### config.mk
export PLATFORM = sky130hd
export DESIGN_NAME = ext_mem_host
export DESIGN_NICKNAME = d
export VERILOG_FILES = /design/src/rtl/ext_mem_host_pkg.sv /design/src/rtl/ext_mem_host_dump.sv /design/src/rtl/ext_mem_host.sv
export SDC_FILE = /design/constraint.sdc
export NUM_CORES = 1
export LEC_CHECK = 0
export BUFFER_PORTS_ARGS = -buffer_cell sky130_fd_sc_hd__buf_2
export CAP_MARGIN = 40
export CORE_AREA = 2 2 199 201
export DETAILED_ROUTE_END_ITERATION = 10
export DIE_AREA = 0 0 201 203
export PLACE_DENSITY_LB_ADDON = 0.05
export SLEW_MARGIN = 40
export SYNTH_ARGS = -nofsm -noshare
export SYNTH_HDL_FRONTEND = slang
export SYNTH_HIERARCHICAL = 1
export SYNTH_SLANG_ARGS = --single-unit
### constraint.sdc
create_clock -name clk -period 3.84 [get_ports clk]
set_clock_uncertainty 0.1 [all_clocks]
set_input_delay 0.576 -clock clk [delete_from_list [all_inputs] [get_ports clk]]
set_output_delay 0.576 -clock clk [all_outputs]
set_load 0.01 [all_outputs]
### src/rtl/ext_mem_host_pkg.sv
// rtl/ext_mem_host_pkg.sv - shared states, word sizes and length clamp for ext_mem_host
package ext_mem_host_pkg;

  typedef enum logic [2:0] {
    S_IDLE,
    S_LOAD_I,
    S_LOAD_D,
    S_RUN,
    S_DUMP_RD,
    S_DUMP_WAIT,
    S_DUMP_OUT,
    S_DONE
  } state_t;

  localparam int unsigned IMEM_WORD_BYTES = 4;
  localparam int unsigned DMEM_WORD_BYTES = 8;

  // Limit a requested word count to the memory depth so the index never wraps.
  function automatic logic [31:0] clamp_len(input logic [31:0] len, input int unsigned addr_w);
    logic [31:0] depth;
    depth = 32'd1 << addr_w;
    return (len > depth) ? depth : len;
  endfunction

endpackage

### src/rtl/ext_mem_host_dump.sv
// rtl/ext_mem_host_dump.sv - dmem read, capture and output-stream handshake for the dump phase
module ext_mem_host_dump
  import ext_mem_host_pkg::*;
#(
  parameter int IDX_W = 11
) (
  input  logic             clk,
  input  logic             srst,
  input  logic             rd,
  input  logic             cap,
  input  logic             out,
  input  logic [IDX_W-1:0] index,
  input  logic             m_ready,
  input  logic [63:0]      rdata,
  output logic             ren,
  output logic [63:0]      addr,
  output logic             m_valid,
  output logic [63:0]      m_data,
  output logic             word_done
);

  assign ren       = rd;
  assign addr      = 64'(index) * 64'(DMEM_WORD_BYTES);
  assign m_valid   = out;
  assign word_done = out & m_ready;

  // Read data arrives one cycle after ren; hold it until the stream takes it.
  always_ff @(posedge clk) begin
    if (srst) begin
      m_data <= '0;
    end else if (cap) begin
      m_data <= rdata;
    end
  end

endmodule

### src/rtl/ext_mem_host.sv
// rtl/ext_mem_host.sv - loads imem/dmem from a stream, runs the cpu, then streams dmem back out
module ext_mem_host
  import ext_mem_host_pkg::*;
#(
  parameter int IMEM_ADDR_W = 9,
  parameter int DMEM_ADDR_W = 10,
  parameter int RUN_W       = 32
) (
  input  logic                 clk,
  input  logic                 srst,
  input  logic                 start,
  input  logic [IMEM_ADDR_W:0] imem_len,
  input  logic [DMEM_ADDR_W:0] dmem_len,
  input  logic [RUN_W-1:0]     run_cycles,
  input  logic                 s_valid,
  output logic                 s_ready,
  input  logic [63:0]          s_data,
  output logic                 m_valid,
  input  logic                 m_ready,
  output logic [63:0]          m_data,
  output logic                 busy,
  output logic                 done,
  output logic                 enable,
  output logic [63:0]          addr_ext,
  output logic                 wen_ext,
  output logic                 ren_ext,
  output logic [31:0]          wdata_ext,
  input  logic [31:0]          rdata_ext,
  output logic [63:0]          addr_ext_2,
  output logic                 wen_ext_2,
  output logic                 ren_ext_2,
  output logic [63:0]          wdata_ext_2,
  input  logic [63:0]          rdata_ext_2
);

  localparam int IDX_W = ((IMEM_ADDR_W > DMEM_ADDR_W) ? IMEM_ADDR_W : DMEM_ADDR_W) + 1;

  state_t           state, state_next;
  logic [IDX_W-1:0] idx, imem_cnt, dmem_cnt;
  logic [RUN_W-1:0] run_left;
  logic             accept, last_i, last_d;
  logic             wen_q2, wr_pending, issue_rd;
  logic             dump_cap, dump_out, dump_ren, word_done;
  logic [63:0]      addr_q2, dump_addr;
  logic             unused_rdata;

  assign s_ready = (state == S_LOAD_I) || (state == S_LOAD_D);
  assign accept  = s_valid & s_ready;
  assign last_i  = (idx + IDX_W'(1)) == imem_cnt;
  assign last_d  = (idx + IDX_W'(1)) == dmem_cnt;

  // The final load write lands one cycle after its accept; hold off enable
  // and dump reads until it has drained so they never share a cycle.
  assign wr_pending = wen_ext | wen_q2;
  assign enable     = (state == S_RUN) && !wr_pending;
  assign issue_rd   = (state == S_DUMP_RD) && !wr_pending;
  assign dump_cap   = (state == S_DUMP_WAIT);
  assign dump_out   = (state == S_DUMP_OUT);

  assign busy = (state != S_IDLE) && (state != S_DONE);
  assign done = (state == S_DONE);

  assign ren_ext      = 1'b0;
  assign wen_ext_2    = wen_q2;
  assign ren_ext_2    = dump_ren;
  assign addr_ext_2   = dump_ren ? dump_addr : addr_q2;
  assign unused_rdata = ^rdata_ext;

  always_comb begin
    state_next = state;
    case (state)
      S_IDLE, S_DONE: begin
        if (start) begin
          if (imem_len != '0)        state_next = S_LOAD_I;
          else if (dmem_len != '0)   state_next = S_LOAD_D;
          else if (run_cycles != '0) state_next = S_RUN;
          else                       state_next = S_DONE;
        end
      end
      S_LOAD_I: begin
        if (accept && last_i) begin
          if (dmem_cnt != '0)      state_next = S_LOAD_D;
          else if (run_left != '0) state_next = S_RUN;
          else                     state_next = S_DONE;
        end
      end
      S_LOAD_D: begin
        if (accept && last_d) state_next = (run_left != '0) ? S_RUN : S_DUMP_RD;
      end
      S_RUN: begin
        if (enable && (run_left == RUN_W'(1)))
          state_next = (dmem_cnt != '0) ? S_DUMP_RD : S_DONE;
      end
      S_DUMP_RD:   if (!wr_pending) state_next = S_DUMP_WAIT;
      S_DUMP_WAIT: state_next = S_DUMP_OUT;
      S_DUMP_OUT: begin
        if (word_done) state_next = last_d ? S_DONE : S_DUMP_RD;
      end
      default: state_next = S_IDLE;
    endcase
  end

  always_ff @(posedge clk) begin
    if (srst) begin
      state       <= S_IDLE;
      idx         <= '0;
      imem_cnt    <= '0;
      dmem_cnt    <= '0;
      run_left    <= '0;
      wen_ext     <= 1'b0;
      addr_ext    <= '0;
      wdata_ext   <= '0;
      wen_q2      <= 1'b0;
      addr_q2     <= '0;
      wdata_ext_2 <= '0;
    end else begin
      state   <= state_next;
      wen_ext <= 1'b0;
      wen_q2  <= 1'b0;
      case (state)
        S_IDLE, S_DONE: begin
          if (start) begin
            imem_cnt <= IDX_W'(clamp_len(32'(imem_len), IMEM_ADDR_W));
            dmem_cnt <= IDX_W'(clamp_len(32'(dmem_len), DMEM_ADDR_W));
            run_left <= run_cycles;
            idx      <= '0;
          end
        end
        S_LOAD_I: begin
          if (accept) begin
            wen_ext   <= 1'b1;
            addr_ext  <= 64'(idx) * 64'(IMEM_WORD_BYTES);
            wdata_ext <= s_data[31:0];
            idx       <= last_i ? '0 : idx + IDX_W'(1);
          end
        end
        S_LOAD_D: begin
          if (accept) begin
            wen_q2      <= 1'b1;
            addr_q2     <= 64'(idx) * 64'(DMEM_WORD_BYTES);
            wdata_ext_2 <= s_data;
            idx         <= last_d ? '0 : idx + IDX_W'(1);
          end
        end
        S_RUN: begin
          if (enable) run_left <= run_left - RUN_W'(1);
        end
        S_DUMP_OUT: begin
          if (word_done) idx <= idx + IDX_W'(1);
        end
        default: ;
      endcase
    end
  end

  ext_mem_host_dump #(
    .IDX_W(IDX_W)
  ) u_dump (
    .clk       (clk),
    .srst      (srst),
    .rd        (issue_rd),
    .cap       (dump_cap),
    .out       (dump_out),
    .index     (idx),
    .m_ready   (m_ready),
    .rdata     (rdata_ext_2),
    .ren       (dump_ren),
    .addr      (dump_addr),
    .m_valid   (m_valid),
    .m_data    (m_data),
    .word_done (word_done)
  );

endmodule

# Word-level counts from Yosys, hierarchy flattened
# Cells that the tools add are included.
[op_classes]
add_sub_neg = 2
n_mul = 0
div_mod_pow = 0
magnitude_cmp = 2
eq_ne = 20
shift = 0
muxes = 29
bitwise_logic = 5
n_reduce_logical = 26
[op_table]
columns = ["cell", "count"]
rows = [
  ["$mux 11", 7],
  ["$mux 32", 2],
  ["$pmux 32 s2", 1],
  ["$reduce_bool 32->1", 2],
  ["$pmux 11 s4", 1],
  ["$mux 3", 12],
  ["$eq 32x1->1 const B", 1],
  ["$sub 32x1->32 const B", 1],
  ["$eq 11x11->1", 2],
  ["$reduce_bool 11->1", 2],
  ["$pmux 3 s7", 1],
  ["$mux 14", 1],
  ["$eq 3x3->1 const B", 4],
  ["$ne 2x2->1 const B", 6],
  ["$add 11x1->11 const B", 1],
  ["$gt 11x11->1 const B", 1],
  ["$gt 10x10->1 const B", 1],
  ["$mux 10", 1],
  ["$reduce_bool 10->1", 1],
  ["$eq 3x2->1 const B", 2],
  ["$logic_and 1x1->1", 6],
  ["$ne 2x1->1 const B", 3],
  ["$reduce_and 2->1", 3],
  ["$reduce_and 6->1", 1],
  ["other kinds (16)", 21],
]
[totals]
register_bits = 252
latchBits = 0
ramBits = 0
rom_bits = 0
output_inout_bits = 297
elab_cells = 96
memories = 0

# Logic depth before layout (Yosys ltp)
[depth]
depth_word = 6
mapped_depth = 14
ltp_nobuf = 11

# Modules after synthesis
# The synthesis kept the hierarchy.
[by_module_without_submodules]
columns = ["mod", "instances", "cells_each", "area_each_um2", "seq_area_each_um2"]
rows = [
  ["ext_mem_host", 1, 1259, 9349.0, 3743.6],
  ["ext_mem_host_dump", 1, 274, 2796.4, 1281.2],
]

# Worst setup path after synthesis
# No wires, ideal clock.
[synth_timing]
path_type = "reg2reg"
startpoint = "register idx[3]"
endpoint = "register idx[4]"
setup_time_ns = 0.120
arrival_ns = 2.627
required_time_ns = 3.620
setup_slack_ns = 0.993
stages_incl_launch_ff = 11
n_path_buf = 2
cell_sequence = "dfxtp_1 > buf_2 > nand4_1 > or4_1 > a21o_1 > a211oi_1 > a31oi_1 > a22oi_1 > buf_2 > nor2_1 > a211o_1"
[synth_between]
elab_chain_len = 5
word_cells_on_any_way = 9
cone_classes = "add/sub (1); eq/ne (2); mux (6)"
[synth_lines]
columns = ["item", "line_no", "source"]
rows = [
  ["start, declared", "ext_mem_host.sv:39", "logic [IDX_W-1:0] idx, imem_cnt, dmem_cnt;"],
  ["start signal, assigned", "ext_mem_host.sv:134", "idx <= last_i ? '0 : idx + IDX_W'(1);"],
  ["start signal, assigned", "ext_mem_host.sv:142", "idx <= last_d ? '0 : idx + IDX_W'(1);"],
  ["start signal, assigned", "ext_mem_host.sv:149", "if (word_done) idx <= idx + IDX_W'(1);"],
  ["$add 11x1->11 *", "-", ""],
  ["$eq 11x11->1, on equally long branches", "ext_mem_host.sv:50, ext_mem_host.sv:49", ""],
  ["$mux 11, on equally long branches", "ext_mem_host.sv:142, ext_mem_host.sv:134", ""],
  ["$mux 11, on equally long branches", "ext_mem_host.sv:138, ext_mem_host.sv:130", ""],
  ["$pmux 11 s4 *", "ext_mem_host.sv:120", "case (state)"],
]
# Every way passes the cells marked *; elsewhere a longest branch is shown, timed or not. The select of a mux whose other input is x is not followed.
# A chain may end at the register's enable or synchronous reset.

# Final worst setup path
[layout_timing]
startpoint = "register idx[4]"
endpoint = "register idx[4]"
# The elaborated chain is that of the path after synthesis.

==> results by stage <==
Synthesis:
- The average cell area after synthesis is 7.92 um2.
- In this run the cell area of the synthesized design comes to 0.0121 mm2.
- Summed over all instances, the cell type with the most area after synthesis is dfxtp_1.
- The netlist uses 65 different library cells.
- Ranked by total cell area, the synthesized netlist is headed by dfxtp_1 41%, nand2_1 9.0%, buf_4 7.4%, a21oi_1 7.0%, mux2i_1 5.6%.
- The most used flip-flop cell after synthesis is dfxtp_1.
- Among all cell types in the netlist, the one instantiated most often is nand2_1.
- By count the netlist is led by 291 x nand2_1, 251 x dfxtp_1, 170 x a21oi_1.
- The area share of the leading cell type in the synthesized netlist is 41.4%.
- Yosys mapped a number of flops with a built-in enable equal to 0.
- The count of synthesis-stage warnings from yosys is 6.
- The count of mapped cells out of synthesis is 1533.
- The sequential area share after synthesis is 41.4%.
- After synthesis, the share of flip-flops with an asynchronous set or reset is 0%.
- The synthesized flop and latch total is 251.

Timing:
- Setup repair after global routing left no endpoint under its margin.
- The minimum hold slack is 147 ps.
- The part of the cycle the worst path needs is 88.3%.
- The number of hold violations in the final report is 0.
- Setup violations remaining at the end of the flow were counted as 0.
- The slew of the pin with the lowest slew margin is 750 ps.
- The number of pins with negative max-slew slack in the final report was 0.
- In this run the tightest slew margin relative to its limit is 50.0%.
- Setup total negative slack on the finished layout was measured at 0 ps.
- The time the worst path needs with I/O delays and setup is 3390 ps.
- The timing-limited maximum frequency is 0.295 GHz.

Clock network:
- CTS built an H-tree with a depth of 1.
- At the later pin of the worst-skew pair, clock insertion delay measures 560 ps.
- The post-CTS setup buffer count is 0.
- The number of clock sinks is 251.
- The total of cells resized after clock tree synthesis is 0.
- Clock-pin slew was measured on the worst setup and hold paths at 60 ps.
- TritonCTS built the clock tree.
- The longest clock path from root to sink contains 3 buffers.
- The number of buffers inserted for hold repair after clock tree synthesis is 0.
- The clock root buffer master is clkbuf_16.
- The number of clock buffers added by TritonCTS is 31.

Worst setup path:
- The largest single stage delay on the critical path is 650 ps.
- On the critical path, the stage with the largest delay is an instance of or4_1.
- The peak fanout along the critical path is 13.
- The data required time of the worst path is 4190 ps.
- The kind of critical path is flip-flop to flip-flop.
- The sort of element at the end of the critical path is a flip-flop.
- At the worst endpoint, the arrival time is 3740 ps.
- Walking the worst path, the cells encountered are nand4_1, or4_1, a21o_1, a211oi_1, a31oi_1, a22oi_1, buf_4, nor3_1, a211o_1.
- STA classifies the critical path startpoint as a flip-flop.

Run:
- The tool flagged a number of max-cap violations equal to 0.

Power and ir drop:
- The power per cell area is 511 mW/mm2.
- The static leakage power is 6.46 nW.
- The maximum vdd ir drop is 0.000291 V.

Global routing:
- The first global-routing pass estimated 59400 um of wire.
- The global-route congestion overflow total is 0.
- The via count of the first global-routing pass is 10400.
- The initial antenna violation count is 2.
- The global routing usage summed across all routing layers is 18.1%.
- Entering global routing, the biggest net connects 141 pins.

Floorplanning:
- The floorplan step defined a core boundary enclosing 0.0385 mm2.
- The die is 203 um tall.
- The area of the die is 0.0408 mm2.
- The number of standard-cell rows in the floorplan is 72.
- The number of placed I/O pins is 515.
- The initial cell density of the core is 31.6%.
- Measured along the x axis, the die boundary spans 201 um.

Drt:
- The average wire length per cell after detail routing is 16.2 um.
- The routed wire length is 38800 um.
- The post-route DRC violation count is 0.
- The number of iterations in the first detailed-routing pass is 5.
- The initial DRC count is 562.
- The number of nets with antenna violations after routing is 0.
- The vias after detailed routing is 11000.
- Using the TritonRoute via totals, the vias-per-cell ratio works out to 4.60.

Finish:
- In the final design database the tool counted 2073 nets.
- The area growth from synthesis to layout is 23.8%.
- The post-layout instance area is 0.0150 mm2.
- Of the cells placed in the final design, the portion with a size suffix greater than 1 is 25.3%.
- The number of antenna diodes in the final layout is 0.

Placed design:
- Routability-driven placement finished with a final weighted congestion of 0.819.
- Once detailed placement completed, the half-perimeter wirelength came to 27500 um.
- The post-detailed-placement cell area is 0.0140 mm2.
- The total of buffers placed on input and output ports is 375.

Outcome:
- The run finished with clean final reports.

Hold path:
- The min-delay analysis places its worst path in the category primary input to flip-flop.
placed cells by master (no fill, tap or decap), types with 10 or more instances in the layout:
| master | instances |
|---|---|
| a211oi_1 | 12 |
| nor2_1 | 152 |
| or3_1 | 10 |
| buf_2 | 374 |
| and2_1 | 55 |
| mux2i_1 | 68 |
| mux2_2 | 11 |
| xnor2_1 | 19 |
| nor3b_1 | 17 |
| conb_1 | 107 |
| o21ai_0 | 45 |
| dfxtp_1 | 251 |
| a22oi_1 | 16 |
| nand2_1 | 289 |
| clkbuf_1 | 13 |
| a21oi_1 | 170 |
| nand3_1 | 24 |
| nor3_1 | 25 |
| buf_4 | 24 |
| nor4_1 | 21 |
| clkbuf_16 | 31 |
final timing paths:
kind                                      start           endpoint  slack [ps]  cells past startpoint
worst max register to register           idx[4]             idx[4]         450                      9
worst max-delay path                     idx[4]             idx[4]         450                      9
worst min register to register      addr_ext[8]        addr_ext[8]         350                      2
worst min-delay path            rdata_ext_2[38]  u_dump/m_data[38]         150                      3
report_power, final:
part | internal [W] | switching, W
logic | 0.000623 | 0.00112
registers | 0.00281 | 0.000184
clock network | 0.00179 | 0.00115
metrics by stage:
step	setup slack (ps)	total power [W]	instances	util, %
after floorplan	993	0.00426	1638	-
after global routing	165	0.00813	2393	39.1
after global placement	520	0.00481	2335	36.3
final	449	0.00768	2393	39.1
after detailed placement	442	0.00481	2335	36.4
after CTS	429	0.00779	2392	39.0
worst max-delay path: cells and delay by family, from the launching register on:
kind                   cells  cell delay [ps]
AOI/OAI and AO/OA          5             1290
buffers and inverters      1              230
DFF                        1              530
and+or+nand+nor            3             1140
flip-flops by register name, indices dropped and copies added, names as in the netlist:
register / count
wen_ext_2: 1
dmem_cnt: 11
wdata_ext: 32
idx: 11
imem_cnt: 10
wen_ext: 1
u_dump/m_data: 64
state: 3
run_left: 32
wdata_ext_2: 64
addr_q2: 11
addr_ext: 11
metal layers:
metal  vias to the layer above  routed length, um  track usage (%)
met5                         -                 24                0
met3                        62               2880             4.99
met2                       344              18100             30.6
met4                         4               1040             5.05
met1                      5004              16700             22.5
li1                       5597                  -                -
kinds of logic after synthesis:
kind of cell / Yosys count / share of synthesized area [%]
simple gates: 640 / 23.8
compound gates: 296 / 14.0
flops: 251 / 41.4
buf+inv: 233 / 11.6
mux: 79 / 6.62
xor+xnor: 28 / 2.13
fa+ha+maj: 4 / 0.412
other cells: 2 / 0.0618
area by class of cell:
class                      instances  area [um2]
clock buffer                      49         893
fill                            4159       23400
sequential                       251        5020
timing repair buffer             404        2160
inverter                           9        33.8
multi-input combinational       1154        6150
tap                              518         648
clock inverter                     8         123
(Power assumes the default switching activity.)
